`config.mk`:
```
export PLATFORM = sky130hd
export DESIGN_NAME = memory_arbiter
export DESIGN_NICKNAME = d
export VERILOG_FILES = /design/src/rtl/memory_arbiter.sv
export SDC_FILE = /design/constraint.sdc
export NUM_CORES = 1
export LEC_CHECK = 0
export BUFFER_PORTS_ARGS = -buffer_cell sky130_fd_sc_hd__buf_2
export CAP_MARGIN = 20
export CORE_AREA = 2 2 115 117
export DETAILED_ROUTE_END_ITERATION = 12
export DIE_AREA = 0 0 117 119
export MAX_ROUTING_LAYER = met4
export PLACE_DENSITY = 0.94
export REMOVE_ABC_BUFFERS = 1
export SETUP_SLACK_MARGIN = 0.4
export SYNTH_ARGS = -nofsm -noshare
export SYNTH_HDL_FRONTEND = slang
export SYNTH_SLANG_ARGS = --single-unit
export TNS_END_PERCENT = 1
```
`constraint.sdc`:
```
create_clock -name clk -period 8.5 [get_ports clk]
set_input_delay 1.275 -clock clk [delete_from_list [all_inputs] [get_ports clk]]
set_output_delay 1.275 -clock clk [all_outputs]
set_load 0.02 [all_outputs]
```
`src/rtl/memory_arbiter.sv`:
```
// Two-port (fetch/data) arbiter and sequencer in front of the single-port Memory block.
// Define MEM_ARB_ROUND_ROBIN_EN for round-robin grants; otherwise port 1 has fixed priority.
module memory_arbiter #(
  parameter int ADDR_WIDTH  = 32,
  parameter int DATA_WIDTH  = 32,
  parameter int WAIT_STATES = 0
) (
  input  logic                  clk,
  input  logic                  reset,
  input  logic                  m0_req,
  input  logic                  m0_we,
  input  logic [ADDR_WIDTH-1:0] m0_addr,
  input  logic [DATA_WIDTH-1:0] m0_wdata,
  output logic                  m0_ack,
  output logic [DATA_WIDTH-1:0] m0_rdata,
  input  logic                  m1_req,
  input  logic                  m1_we,
  input  logic [ADDR_WIDTH-1:0] m1_addr,
  input  logic [DATA_WIDTH-1:0] m1_wdata,
  output logic                  m1_ack,
  output logic [DATA_WIDTH-1:0] m1_rdata,
  output logic                  memory_read,
  output logic                  memory_write,
  output logic [ADDR_WIDTH-1:0] address,
  output logic [DATA_WIDTH-1:0] write_data,
  input  logic [DATA_WIDTH-1:0] read_data,
  output logic                  busy
);

  typedef enum logic [1:0] {IDLE, ACCESS, DONE} state_t;

  localparam logic [3:0] WS_INIT = 4'(WAIT_STATES);

  state_t                  state, state_nxt;
  logic [3:0]              cnt;
  logic                    id_q, we_q;
  logic [ADDR_WIDTH-1:0]   addr_q;
  logic [DATA_WIDTH-1:0]   wdata_q;
  logic                    any_req, grant;

  assign any_req = m0_req | m1_req;

`ifdef MEM_ARB_ROUND_ROBIN_EN
  logic last_grant;

  // Contested round goes to whichever port was not granted last
  assign grant = (m0_req & m1_req) ? ~last_grant : m1_req;

  always_ff @(posedge clk or negedge reset) begin
    if (!reset)
      last_grant <= 1'b1;
    else if (state == IDLE && any_req)
      last_grant <= grant;
  end
`else
  assign grant = m1_req;
`endif

  always_ff @(posedge clk or negedge reset) begin
    if (!reset) begin
      state    <= IDLE;
      cnt      <= '0;
      id_q     <= 1'b0;
      we_q     <= 1'b0;
      m0_rdata <= '0;
      m1_rdata <= '0;
    end else begin
      state <= state_nxt;
      case (state)
        IDLE: begin
          if (any_req) begin
            id_q <= grant;
            we_q <= grant ? m1_we : m0_we;
            cnt  <= WS_INIT;
          end
        end
        ACCESS: begin
          if (cnt != 4'd0)
            cnt <= cnt - 4'd1;
          else if (!we_q) begin
            if (id_q) m1_rdata <= read_data;
            else      m0_rdata <= read_data;
          end
        end
        default: ;
      endcase
    end
  end

  // Address/data copies only matter while in ACCESS, so they carry no reset
  always_ff @(posedge clk) begin
    if (state == IDLE && any_req) begin
      addr_q  <= grant ? m1_addr  : m0_addr;
      wdata_q <= grant ? m1_wdata : m0_wdata;
    end
  end

  always_comb begin
    state_nxt    = state;
    memory_read  = 1'b0;
    memory_write = 1'b0;
    address      = '0;
    write_data   = '0;
    m0_ack       = 1'b0;
    m1_ack       = 1'b0;
    busy         = 1'b0;
    case (state)
      IDLE: begin
        if (any_req) state_nxt = ACCESS;
      end
      ACCESS: begin
        busy         = 1'b1;
        memory_read  = ~we_q;
        memory_write = we_q;
        address      = addr_q;
        write_data   = wdata_q;
        if (cnt == 4'd0) state_nxt = DONE;
      end
      DONE: begin
        busy      = 1'b1;
        m0_ack    = ~id_q;
        m1_ack    = id_q;
        state_nxt = IDLE;
      end
      default: state_nxt = IDLE;
    endcase
  end

endmodule
```
Word level (Yosys, flattened, before mapping)

Cells that the tools add are included.

Logic and storage cells: 45
Output and inout bits: 133
Flip-flop bits (word level): 136

Mux-type cells: 16
Equal/unequal tests: 5
Add/sub/neg operators: 1
Reduce and logical (&&, ||, !) cells: 11
Bitwise logic cells: 4

Operator list:

| operator                                                               | count |
|---|---|
| 32-bit 2-to-1 mux                                                      | 4 |
| 4-bit 2-to-1 mux                                                       | 2 |
| 4-bit case mux with 2 select lines                                     | 1 |
| 4-bit AND reduction                                                    | 2 |
| 1-bit 2-to-1 mux                                                       | 6 |
| 2-bit != test (second input constant)                                  | 3 |
| 4-bit zero test                                                        | 1 |
| 2-bit 2-to-1 mux                                                       | 2 |
| 2-bit case mux with 2 select lines                                     | 1 |
| 2-bit AND reduction                                                    | 2 |
| 4-bit nonzero test                                                     | 1 |
| 4-bit by 1-bit subtractor with 4-bit output (second input constant)    | 1 |
| 1-bit NOT                                                              | 3 |
| 3-bit AND reduction                                                    | 1 |
| 2-bit by 1-bit equality test with 1-bit output (second input constant) | 1 |
| 2-bit equality test (second input constant)                            | 1 |
| 2-bit zero test                                                        | 1 |
| 2-bit nonzero test                                                     | 1 |
| 2-bit OR reduction                                                     | 1 |
| 1-bit logical AND                                                      | 1 |
| 1-bit bitwise OR                                                       | 1 |

Longest topological paths before layout

Gate-level depths: netlist (run 1).

Depth after elaboration: 3
Mapped depth: 7
Depth with buffers taken out: 6

Least setup slack after synthesis (run 1)

OpenSTA, ideal clock, no wires.

Path kind: input to register
From: input port m1_req
To: register addr_q[0] (enable)
Arrival: 4.239 ns
Slack: 3.765 ns
Required time: 8.004 ns
Library setup time: 0.496 ns
Cell stages on the path: 2
Cell sequence: nor2_1 nor2b_1

Word-level cells in the longest chain between the ends: 2

Ends and longest elaborated chain:

| what                   | RTL line | RTL |
|---|---|---|
| start: declaration     | 16       | `input logic m1_req,` |
| 1-bit bitwise OR       | 41       | `assign any_req = m0_req \| m1_req;` |
| 1-bit logical AND      | 92       | `if (state == IDLE && any_req) begin` |
| end signal: assignment | 93       | `addr_q <= grant ? m1_addr : m0_addr;` |
| end: declaration       | 37       | `logic [ADDR_WIDTH-1:0] addr_q;` |

Every way passes these cells.
A chain may end at the register's enable or synchronous reset.

Final worst setup path (run 1)

From: register state[1]
To: output port memory_read

Word-level cells in the longest chain between the ends: 2

Ends and longest elaborated chain:

| what                                           | RTL line | RTL |
|---|---|---|
| start: declaration                             | 34       | `state_t state, state_nxt;` |
| start signal: assignment                       | 68       | `state <= state_nxt;` |
| 2-bit by 1-bit equality test with 1-bit output | 107      | `case (state)` |
| 1-bit 2-to-1 mux                               | 107      |  |
| end: declaration                               | 22       | `output logic memory_read,` |

Every way passes these cells.

==> metrics.md, run 1 <==
| Metric | Value |
|---|---|
| Status | `finished clean` |
| Area grow syn2layout | `33.6%` |
| Top Layer Used | `met4` |
| Final hold violation count | `0` |
| Nature of the critical path endpoint | `output pin` |
| Die Ht | `119 µm` |
| CP startpoint kind | `register` |
| Worst-path clk slew | `0.05 ns` |
| Via count of the routed design | `4,367` |
| Relative slew slack | `32.4%` |
| Number of hold buffers added after CTS | `0` |
| LEAKAGE | `4.17 nW` |
| Met3 WL post-DR | `808 µm` |
| Metal-1 WL | `6.07 mm` |
| Ant. Diodes | `0` |
| Min Hold Slack | `0.507 ns` |
| Kind of critical path | `register to output pin` |
| I/O Buffers | `298` |
| Total Routing Usage GR | `22.9%` |
| Horiz. Die Dim | `117 µm` |
| Final Core Density | `66.3%` |
| Clk_skew | `0.00674 ns` |
| Clock buffer depth | `2` |
| Mapped Avg Cell Area | `15.5 µm²` |
| Power density cells | `363 nW/µm²` |
| Met2 wire length | `7.87 mm` |
| DRT Wirelength | `15.1 mm` |
| Gp weighted congestion | `approximately 0.84` |
| Final setup violation count | `0` |
| #FFs+latches synth | `136` |
| Hpwl dp | `11.0 mm` |
| YS warnings | `0` |
| Row cnt | `42` |
| Achievable frequency | `approximately 280 MHz` |
| R2r setup slk | `~5.5 ns` |
| Number of global-route vias before repair | `4,549` |
| ANT nets after route | `0` |
| Maxcap violations | `0` |
| Initial antenna violation count | `0` |
| Cts bufs inserted | `17` |
| Die ar. | `around 14,000 µm²` |
| I/O pin count | `between 200 and 300` |
| Setup Fix Bufs, Post-CTS | `0` |
| Worst-Margin Slew | `1.01 ns` |
| Crit-path max FO | `76` |
| Post-Layout Inst Area | `8530 µm²` |
| Final Cycle Share | `a little over two fifths` |
| Post-CTS sizing | `0` |
| Wirelength per Cell | `16.8 µm` |
| Synthesized cell area | `around 6400 µm²` |
| First-pass GRT wire length | `23.1 mm` |
| Largest net degree at the start of global routing | `77` |
| DRC | `0` |
| Unique masters post-synth | `35` |
| Setup TNS | `0 ns` |
| Initial core utilization | `about half` |
| CTS Sinks | `136` |
| Root Buffer | `clkbuf_16` |
| Cell Area, Placed | `about 8000 µm²` |
| Share of cells above drive strength 1 | `64.5%` |
| Min Clock Period, post-route | `between 3 and 4 ns` |
| Clock insertion delay at the later pin of the skew report | `slightly above 0.4 ns` |
| Layout net count | `882` |
| Sequential element share of the synthesized area | `between 50% and 60%` |
| Global route overflow | `0` |
| WP data required | `7.22 ns` |
| Worst path arrival time | `2.31 ns` |
| Core area | `12,900 µm²` |
| Avg Vias per Cell | `4.86` |
| TritonCTS clock tree | `done` |
| H-Tree Depth | `4` |
| First-pass DRT Iterations | `4` |
| Iter 0 DRT Violations | `216` |
| Syn Inst Count | `412` |
| RSZ-0062 raised after global routing | `no` |
| IR drop worst, VDD | `250 µV` |
| Worst Hold Class | `register to register` |
| Final-report max-slew violation count | `0` |
[synthesized netlist by cell type]
cell type	count	area share, %
a21o_1	1	0.12
a22o_1	1	0.14
nor2b_1	6	0.59
mux2i_1	2	0.31
clkbuf_1	9	0.53
or2b_1	1	0.12
nand2_1	3	0.18
dfrtp_1	72	28
inv_1	4	0.24
buf_6	3	0.53
edfxtp_1	64	30
nand3_4	1	0.27
nor3b_1	1	0.12
nor2_8	1	0.31
and2_1	66	6.5
mux2_2	71	13
a21oi_1	3	0.24
buf_1	3	0.18
nor4b_1	2	0.27
nand4b_1	1	0.14
and2b_1	1	0.12
buf_12	3	0.94
nor3_1	1	0.078
nand2_2	1	0.098
buf_2	4	0.31
nand3_1	2	0.16
o21ai_0	4	0.31
nand2b_1	2	0.20
o311ai_0	1	0.14
ha_1	6	1.2
nor2_1	10	0.59
a22oi_1	2	0.24
nor3b_4	1	0.29
mux2_4	58	14
and3b_1	1	0.14
[worst paths after layout]
path,start,endpoint,cells past startpoint
setup / recovery,state[1],memory_read,4
hold / removal,m0_rdata[24],m0_rdata[24],1
setup reg to reg,state[1],m0_rdata[29],6
hold reg to reg,m0_rdata[24],m0_rdata[24],1
max in group asynchronous,reset,m0_rdata[20],2
min in group asynchronous,reset,m0_rdata[21],2
[worst max-delay path, stage by stage, from the launching register on]
cell and delay, ns:
dfrtp_1 0.38, inv_1 0.12, ha_2 0.86, and2b_1 0.33
buf_2 0.19
[layout by cell type, fill, tap and decap left out, types with 3 or more instances in the layout]
master and count:
buf_2 298, dfrtp_1 72, mux2_2 71, and2_1 66, edfxtp_1 64, mux2_4 58
clkbuf_16 17, nor2_1 10, clkinv_2 6, nor2b_1 5, ha_1 5, inv_1 4
o21ai_0 4, nand2_1 3, a21oi_1 3, clkinvlp_4 3, buf_4 3
[power by group]
| part | leakage [nW] | total [mW] | switching [mW] | internal, mW |
|---|---|---|---|---|
| sequential | 1.49 | 1.10 | 0.126 | 0.972 |
| combinational | 2.41 | 1.30 | 0.745 | 0.555 |
| clock | 0.273 | 0.697 | 0.269 | 0.427 |
| total | 4.17 | 3.09 | 1.14 | 1.95 |
[state kept, by name, indices dropped and copies added, names as in the netlist]
name      flops
addr_q       32
cnt           4
id_q          1
m0_rdata     32
m1_rdata     32
state         2
wdata_q      32
we_q          1
[layer usage]
metal  track usage [%]  vias to the layer above
met3              6.67                       30
li1                  -                     2050
met5                 -                        -
met4              9.41                        0
met1              26.0                     2128
met2              37.6                      159
[cell families (layout without fill, tap and decap cells)]
| logic type | count (synthesis) | in the layout | synth area share (%) |
|---|---|---|---|
| adders and majority gates | 6 | 6 | 1.18 |
| muxes | 131 | 131 | 26.5 |
| DFF | 136 | 136 | 58.3 |
| AOI/OAI and AO/OA | 12 | 12 | 1.18 |
| buffers and inverters | 26 | 337 | 2.72 |
| and+or+nand+nor | 101 | 101 | 10.1 |
[area by class of cell]
type	instances	area (µm²)
clock buffers	18	429
well taps	176	220
multi-input cells	250	2500
flip-flops and latches	136	3720
repair buffers	301	1510
fillers	947	4340
clock inverters	14	134
inverters	4	15.0
[metrics by stage]
step | worst slack, ns | cells | total power [mW]
final | 4.91 | 899 | 3.09
after global routing | 4.65 | 899 | 3.25
after CTS | 4.89 | 899 | 3.12
after detailed placement | 5.00 | 867 | 2.41
after global placement | 5.08 | 867 | 2.37
after floorplan | 3.77 | 390 | 1.96
Note: power is estimated with default switching activity, not from simulation.
==> inputs of run 2 (changes only) <==
--- a/config.mk
+++ b/config.mk
@@ -7,11 +7,10 @@
 export LEC_CHECK = 0
 export BUFFER_PORTS_ARGS = -buffer_cell sky130_fd_sc_hd__buf_2
 export CAP_MARGIN = 20
-export CORE_AREA = 2 2 115 117
+export CORE_UTILIZATION = 42
 export DETAILED_ROUTE_END_ITERATION = 12
-export DIE_AREA = 0 0 117 119
 export MAX_ROUTING_LAYER = met4
-export PLACE_DENSITY = 0.94
+export PLACE_DENSITY = 0.84
 export REMOVE_ABC_BUFFERS = 1
 export SETUP_SLACK_MARGIN = 0.4
 export SYNTH_ARGS = -nofsm -noshare
==> constraint.sdc (replaced) <==
create_clock -name clk -period 3.25 [get_ports clk]
set_input_delay 0.4875 -clock clk [delete_from_list [all_inputs] [get_ports clk]]
set_output_delay 0.4875 -clock clk [all_outputs]
set_load 0.02 [all_outputs]
==> metrics.md, run 2 (synthesis gave the netlist of run 1 again) <==
| Metric | Value |
|---|---|
| FF-to-FF Start | `cnt[0]` |
| CP startpoint kind | `register` |
| Crit-path max FO | `75 (-1.3%)` |
| Root Buffer | `clkbuf_16` |
| Clock buffer depth | `2 (unchanged)` |
| Worst-path clk slew | `0.06 ns (about the same)` |
| DRT Wirelength | `16.0 mm (+6.2%)` |
| Setup Fix Bufs, Post-CTS | `0 (unchanged)` |
| Min Clock Period, post-route | `approximately 2.5 ns` |
| Worst-Margin Slew | `0.882 ns (-0.132 ns)` |
| Final-report max-slew violation count | `0 (unchanged)` |
| H-Tree Depth | `4 (unchanged)` |
| Hpwl dp | `11.9 mm (+8.8%)` |
| Gate power share | `41.2% (-0.8 points)` |
| Final setup violation count | `0 (unchanged)` |
| Relative slew slack | `41.2% (+8.8 points)` |
| Avg Vias per Cell | `4.80 (-1.2%)` |
| I/O pin count | `299 (unchanged)` |
| CTS Sinks | `136 (unchanged)` |
| Share of cells above drive strength 1 | `64.9% (+0.42 points)` |
| TritonCTS clock tree | `done` |
| Worst Hold Class | `input port to asynchronous set/reset pin` |
| Worst path arrival time | `2.01 ns (-0.30 ns)` |
| Core area | `14,700 µm² (+14%)` |
| Clock power share | `24.6% (+2.1 points)` |
| First-pass GRT wire length | `24.8 mm (+7.5%)` |
| Most frequent cells in the layout | `buf_2, dfrtp_1, mux2_2` |
| Commonest non-fill, non-tap cell in the layout | `buf_2` |
| Number of global-route vias before repair | `4,556 (+0.15%)` |
| Clock insertion delay at the later pin of the skew report | `0.41 ns (about the same)` |
| R2r endpoint | `m0_rdata[29]` |
| Flop pwr share | `34.2% (-1.3 points)` |
| Wirelength per Cell | `17.6 µm (+4.9%)` |
| RSZ-0062 raised after global routing | `no` |
| Initial core utilization | `43.4% (-6.2 points)` |
| Worst setup path end | `address[14]` |
| Kind of critical path | `register to output pin` |
| Cts bufs inserted | `17 (unchanged)` |
| Area grow syn2layout | `35.7%` |
| Layout net count | `885 (+0.34%)` |
| Worst Reg-to-Reg Cells | `6 (unchanged)` |
| I/O Buffers | `298 (unchanged)` |
| Net Sw Power | `3.07 mW (+170%)` |
| Maxcap violations | `0 (unchanged)` |
| Worst Setup SP | `state[1]` |
| Gp weighted congestion | `0.872 (+3.7%)` |
| Via count of the routed design | `4,369 (+0.046%)` |
| Number of hold buffers added after CTS | `0 (unchanged)` |
| Nature of the critical path endpoint | `output pin` |
| R2r setup slk | `0.89 ns (-4.62 ns)` |
| Iter 0 DRT Violations | `240 (+11%)` |
| Final hold violation count | `0 (unchanged)` |
| Horiz. Die Dim | `125 µm (+7.1%)` |
| DRC | `5 (+5)` |
| Final Core Density | `58.9% (-7.3 points)` |
| Global route overflow | `0 (unchanged)` |
| IR drop worst, VDD | `542 µV (+120%)` |
| ANT nets after route | `0 (unchanged)` |
| Die ar. | `15,700 µm² (+13%)` |
| Final Cycle Share | `76.8%` |
| Failing checks | `design-rule violations` |
| Sw Share | `36.5% (-0.31 points)` |
| Power density cells | `970 nW/µm² (+170%)` |
| Total Routing Usage GR | `21.9% (-0.95 points)` |
| WP data required | `2.76 ns (-4.46 ns)` |
| Largest net degree at the start of global routing | `76 (-1.3%)` |
| Initial antenna violation count | `0 (unchanged)` |
| LEAKAGE | `4.24 nW (+1.6%)` |
| Ant. Diodes | `0 (unchanged)` |
| P_int | `5.33 mW (+170%)` |
| Dpl cells | `878 (+1.3%)` |
| Row cnt | `44 (+4.8%)` |
| First-pass DRT Iterations | `8 (+4)` |
| Achievable frequency | `around 400 MHz` |
| Status | `complete, but fails checks` |
| Final non-filler cell total | `910 (+1.2%)` |
| Die Ht | `125 µm (+5.3%)` |
| Post-CTS sizing | `0 (unchanged)` |
| Clk_skew | `0.0116 ns (+0.00484 ns)` |
==> run 2: cell types whose count changed in the layout (fill, tap and decap cells not counted), sizes merged <==
cell,previous run,this run
clkbuf,18,20
bufinv,2,3
buf,301,304
clkinvlp,3,0
clkinv,9,6
inv,4,7
==> run 2: final cells by class <==
cell class	instances	area, µm²
fillers	1152	6040
repair buffers	304	1550
multi-input cells	250	2500
well taps	184	230
clock buffers	20	489
flip-flops and latches	136	3720
clock inverters	12	159
inverters	4	15.0
==> run 2: per-layer routing <==
| metal | part of all wire [%] | GRT usage (%) |
|---|---|---|
| met2 | 52 | 37.0 |
| met5 | 0 | - |
| met1 | 41 | 25.2 |
| met4 | 2.6 | 9.11 |
| met3 | 4.0 | 4.75 |
==> run 2: worst min-delay path by stage <==
stage / start / end / slack [ns]
6_report: reset / m0_rdata[6] / 0.30
5_1_grt: read_data[1] / m0_rdata[1] / 0.30
4_1_cts: reset / m1_rdata[2] / 0.30
3_5_place_dp: m1_rdata[3] / m1_rdata[3] / 0.49
3_3_place_gp: m1_rdata[15] / m1_rdata[15] / 0.49
2_1_floorplan: reset / cnt[0] / 0.19
==> run 2: worst max-delay path, cell delays in order (launching register included) <==
cell and delay [ns]:
dfrtp_1 0.38, inv_1 0.12, ha_2 0.19, buf_4 0.47, and2_1 0.23, buf_2 0.17
==> run 2: through the flow <==
stage / TNS, ns / worst slack, ns / area, µm² / hold WS (ns) / power [mW]
after global placement: 0 / 0.969 / 8020 / 0.486 / 6.29
final: 0 / 0.753 / 8660 / 0.296 / 8.41
after global routing: 0 / 0.583 / 8660 / 0.304 / 8.82
after detailed placement: 0 / 0.884 / 8020 / 0.489 / 6.38
after floorplan: -59.61 / -0.920 / 6230 / 0.192 / 5.12
after CTS: 0 / 0.709 / 8660 / 0.300 / 8.50
==> run 2: power by group through the flow <==
stage | Combinational [mW] | Clock (mW) | Sequential, mW
final | 3.46 | 2.07 | 2.88
after global routing | 3.69 | 2.19 | 2.94
after CTS | 3.51 | 2.11 | 2.88
after detailed placement | 3.50 | 0 | 2.89
after global placement | 3.41 | 0 | 2.87
after floorplan | 1.80 | 0 | 3.32
==> inputs of run 3 (changes only) <==
--- a/config.mk
+++ b/config.mk
@@ -5,12 +5,13 @@
 export SDC_FILE = /design/constraint.sdc
 export NUM_CORES = 1
 export LEC_CHECK = 0
+export ABC_AREA = 1
 export BUFFER_PORTS_ARGS = -buffer_cell sky130_fd_sc_hd__buf_2
 export CAP_MARGIN = 20
-export CORE_UTILIZATION = 42
+export CORE_UTILIZATION = 47
 export DETAILED_ROUTE_END_ITERATION = 12
 export MAX_ROUTING_LAYER = met4
-export PLACE_DENSITY = 0.84
+export PLACE_DENSITY = 0.89
 export REMOVE_ABC_BUFFERS = 1
 export SETUP_SLACK_MARGIN = 0.4
 export SYNTH_ARGS = -nofsm -noshare
==> constraint.sdc (replaced) <==
create_clock -name clk -period 2.3 [get_ports clk]
set_input_delay 0.345 -clock clk [delete_from_list [all_inputs] [get_ports clk]]
set_output_delay 0.345 -clock clk [all_outputs]
set_load 0.02 [all_outputs]
==> metrics.md, run 3 <==
| Metric | Value |
|---|---|
| WHS Path Cells | `3` |
| I/O Buffers | `298 (unchanged)` |
| EDFF count, synth | `64 (unchanged)` |
| Layout net count | `1,193 (+35%)` |
| Via count of the routed design | `5,684 (+30%)` |
| Global route overflow | `0 (unchanged)` |
| Synth area leader | `edfxtp_1` |
| H-Tree Depth | `4 (unchanged)` |
| Share of the synthesized area in the top cell type | `30.5% (+0.41 points)` |
| Syn Inst Count | `714 (+73%)` |
| Worst path arrival time | `1.67 ns (-0.34 ns)` |
| Synthesized cell area | `6300 µm² (-1.4%)` |
| Setup TNS | `0 ns (unchanged)` |
| Final setup violation count | `0 (unchanged)` |
| DRC | `0 (-5)` |
| Largest net degree at the start of global routing | `73 (-3.9%)` |
| Final-report max-slew violation count | `0 (unchanged)` |
| Worst-Margin Slew | `0.675 ns (-0.208 ns)` |
| End of the worst hold path | `m1_rdata[27]` |
| Clk_skew | `0.00782 ns (-0.00376 ns)` |
| Initial antenna violation count | `0 (unchanged)` |
| Initial core utilization | `49.1% (+5.7 points)` |
| FF-to-FF Start | `state[0]` |
| Commonest non-fill, non-tap cell in the layout | `nand2_1` |
| Die Ht | `118 µm (-6.0%)` |
| Achievable frequency | `496 MHz` |
| Row cnt | `41 (-6.8%)` |
| Total Routing Usage GR | `26.3% (+4.4 points)` |
| Wirelength per Cell | `14.3 µm (-19%)` |
| Top cells by area, synth | `edfxtp_1, dfrtp_1, nand2_1` |
| Min Clock Period, post-route | `2.02 ns` |
| Cts bufs inserted | `17 (unchanged)` |
| Share of flip-flops with an asynchronous set or reset | `52.9% (unchanged)` |
| Final hold violation count | `0 (unchanged)` |
| Die ar. | `13,900 µm² (-12%)` |
| I/O pin count | `299 (unchanged)` |
| Iter 0 DRT Violations | `430 (+79%)` |
| Ant. Diodes | `0 (unchanged)` |
| Min Hold Slack | `0.188 ns (-0.108 ns)` |
| Hpwl dp | `11.8 mm (-1.5%)` |
| First-pass GRT wire length | `27.0 mm (+8.8%)` |
| Cell Area, Placed | `7940 µm² (-0.97%)` |
| Dpl cells | `1,160 (+32%)` |
| Mapped Avg Cell Area | `8.82 µm² (-43%)` |
| CP startpoint kind | `register` |
| Root Buffer | `clkbuf_16` |
| Relative slew slack | `55.0% (+14 points)` |
| Power density cells | `1380 nW/µm² (+42%)` |
| Clock buffer depth | `2 (unchanged)` |
| Horiz. Die Dim | `118 µm (-6.0%)` |
| Critical hold path startpoint | `read_data[27]` |
| Share of cells above drive strength 1 | `37.8% (-27 points)` |
| R2r setup slk | `0.37 ns (-0.52 ns)` |
| Kind of critical path | `register to output pin` |
| Final non-filler cell total | `1,206 (+33%)` |
| WP data required | `1.96 ns (-0.80 ns)` |
| Unique masters post-synth | `22 (-37%)` |
| Top_reg_cell synth | `dfrtp_1` |
| Status | `finished clean` |
| Post-Layout Inst Area | `8830 µm² (+2.0%)` |
| Clock insertion delay at the later pin of the skew report | `0.41 ns (about the same)` |
| Most frequent cells in the layout | `nand2_1, buf_2, inv_1` |
| Core area | `12,800 µm² (-13%)` |
| Final Cycle Share | `87.7%` |
| Number of global-route vias before repair | `5,631 (+24%)` |
| RSZ-0062 raised after global routing | `yes` |
| ANT nets after route | `0 (unchanged)` |
| TritonCTS clock tree | `done` |
| Most frequent cell after synthesis | `nand2_1` |
| Overall Power | `12.2 mW (+45%)` |
| First-pass DRT Iterations | `7 (-1)` |
| Maxcap violations | `0 (unchanged)` |
| Pre-CTS WS | `0.450 ns (-0.434 ns)` |
| CTS Sinks | `136 (unchanged)` |
| Worst-path clk slew | `0.06 ns (about the same)` |
| Crit-path max FO | `8 (-89%)` |
| R2r endpoint | `wdata_q[21]` |
| Avg Vias per Cell | `4.71 (-1.8%)` |
| Fin worst setup slack | `0.282 ns (-0.472 ns)` |
| Sequential element share of the synthesized area | `59.1% (+0.80 points)` |
| IR drop worst, VDD | `712 µV (+31%)` |
| #FFs+latches synth | `136 (unchanged)` |
| YS warnings | `0 (unchanged)` |
| LEAKAGE | `5.15 nW (+22%)` |
| Final Core Density | `68.9% (+9.9 points)` |
| Post-synth top cells | `nand2_1, inv_1, dfrtp_1` |
| Worst Reg-to-Reg Cells | `7 (+1)` |
| Gp weighted congestion | `0.913 (+4.7%)` |
| Area grow syn2layout | `40.2%` |
| Worst Hold Class | `input port to register` |
| Nature of the critical path endpoint | `output pin` |
| DRT Wirelength | `17.2 mm (+7.1%)` |
run 3: where the power goes:
group / switching, mW / internal, mW
logic: 3.39 / 1.99
registers: 0.470 / 3.66
clock network: 1.05 / 1.61
total: 4.90 / 7.26
run 3: worst max-delay path: stages (launching register included):
cell and delay, ns:
dfrtp_1 0.39, inv_2 0.08, ha_4 0.20, buf_6 0.15
clkbuf_16 0.16, nand2_2 0.07, inv_1 0.05, buf_2 0.15
run 3: final cells by class:
cell class / instances / area (µm²)
multi-input cells: 435 / 1970
clock inverters: 10 / 80.1
inverters: 109 / 412
fillers: 959 / 3990
clock buffers: 22 / 518
flip-flops and latches: 136 / 3720
well taps: 172 / 215
repair buffers: 322 / 1910
run 3: worst max path at each step:
stage	end	slack (ns)	startpoint	depth (start not counted)
2_1_floorplan	we_q	-2.72	m1_req	4
3_3_place_gp	address[15]	0.52	state[1]	6
3_5_place_dp	m0_rdata[6]	0.45	state[1]	8
4_1_cts	write_data[22]	0.29	state[1]	7
5_1_grt	address[15]	0.22	state[1]	7
6_report	address[15]	0.28	state[1]	7
run 3: logic make-up after synthesis:
group                    Yosys count  share of synthesized area [%]
AO/OA/AOI/OAI                     75                           7.61
flip-flops                       136                           59.1
adder cells (fa/ha/maj)            6                           1.19
AND/OR/NAND/NOR                  354                           22.1
buffers and inverters            143                           10.0
run 3: routing by layer:
layer	share of wire, %	vias to the layer above	global-route usage [%]
met2	52	280	45.7
met1	37	2560	27.7
met3	6.9	44	6.78
met4	3.5	0	13.3
met5	0	-	-
li1	-	2800	-
run 3: timing repair:
action,CTS,global route
buffers inserted,8,1
hold buffers,1,0
pin swaps,0,0
setup endpoints to repair,62,155
hold endpoints to repair,72,0
cloned,3,1
resized for setup,22,15
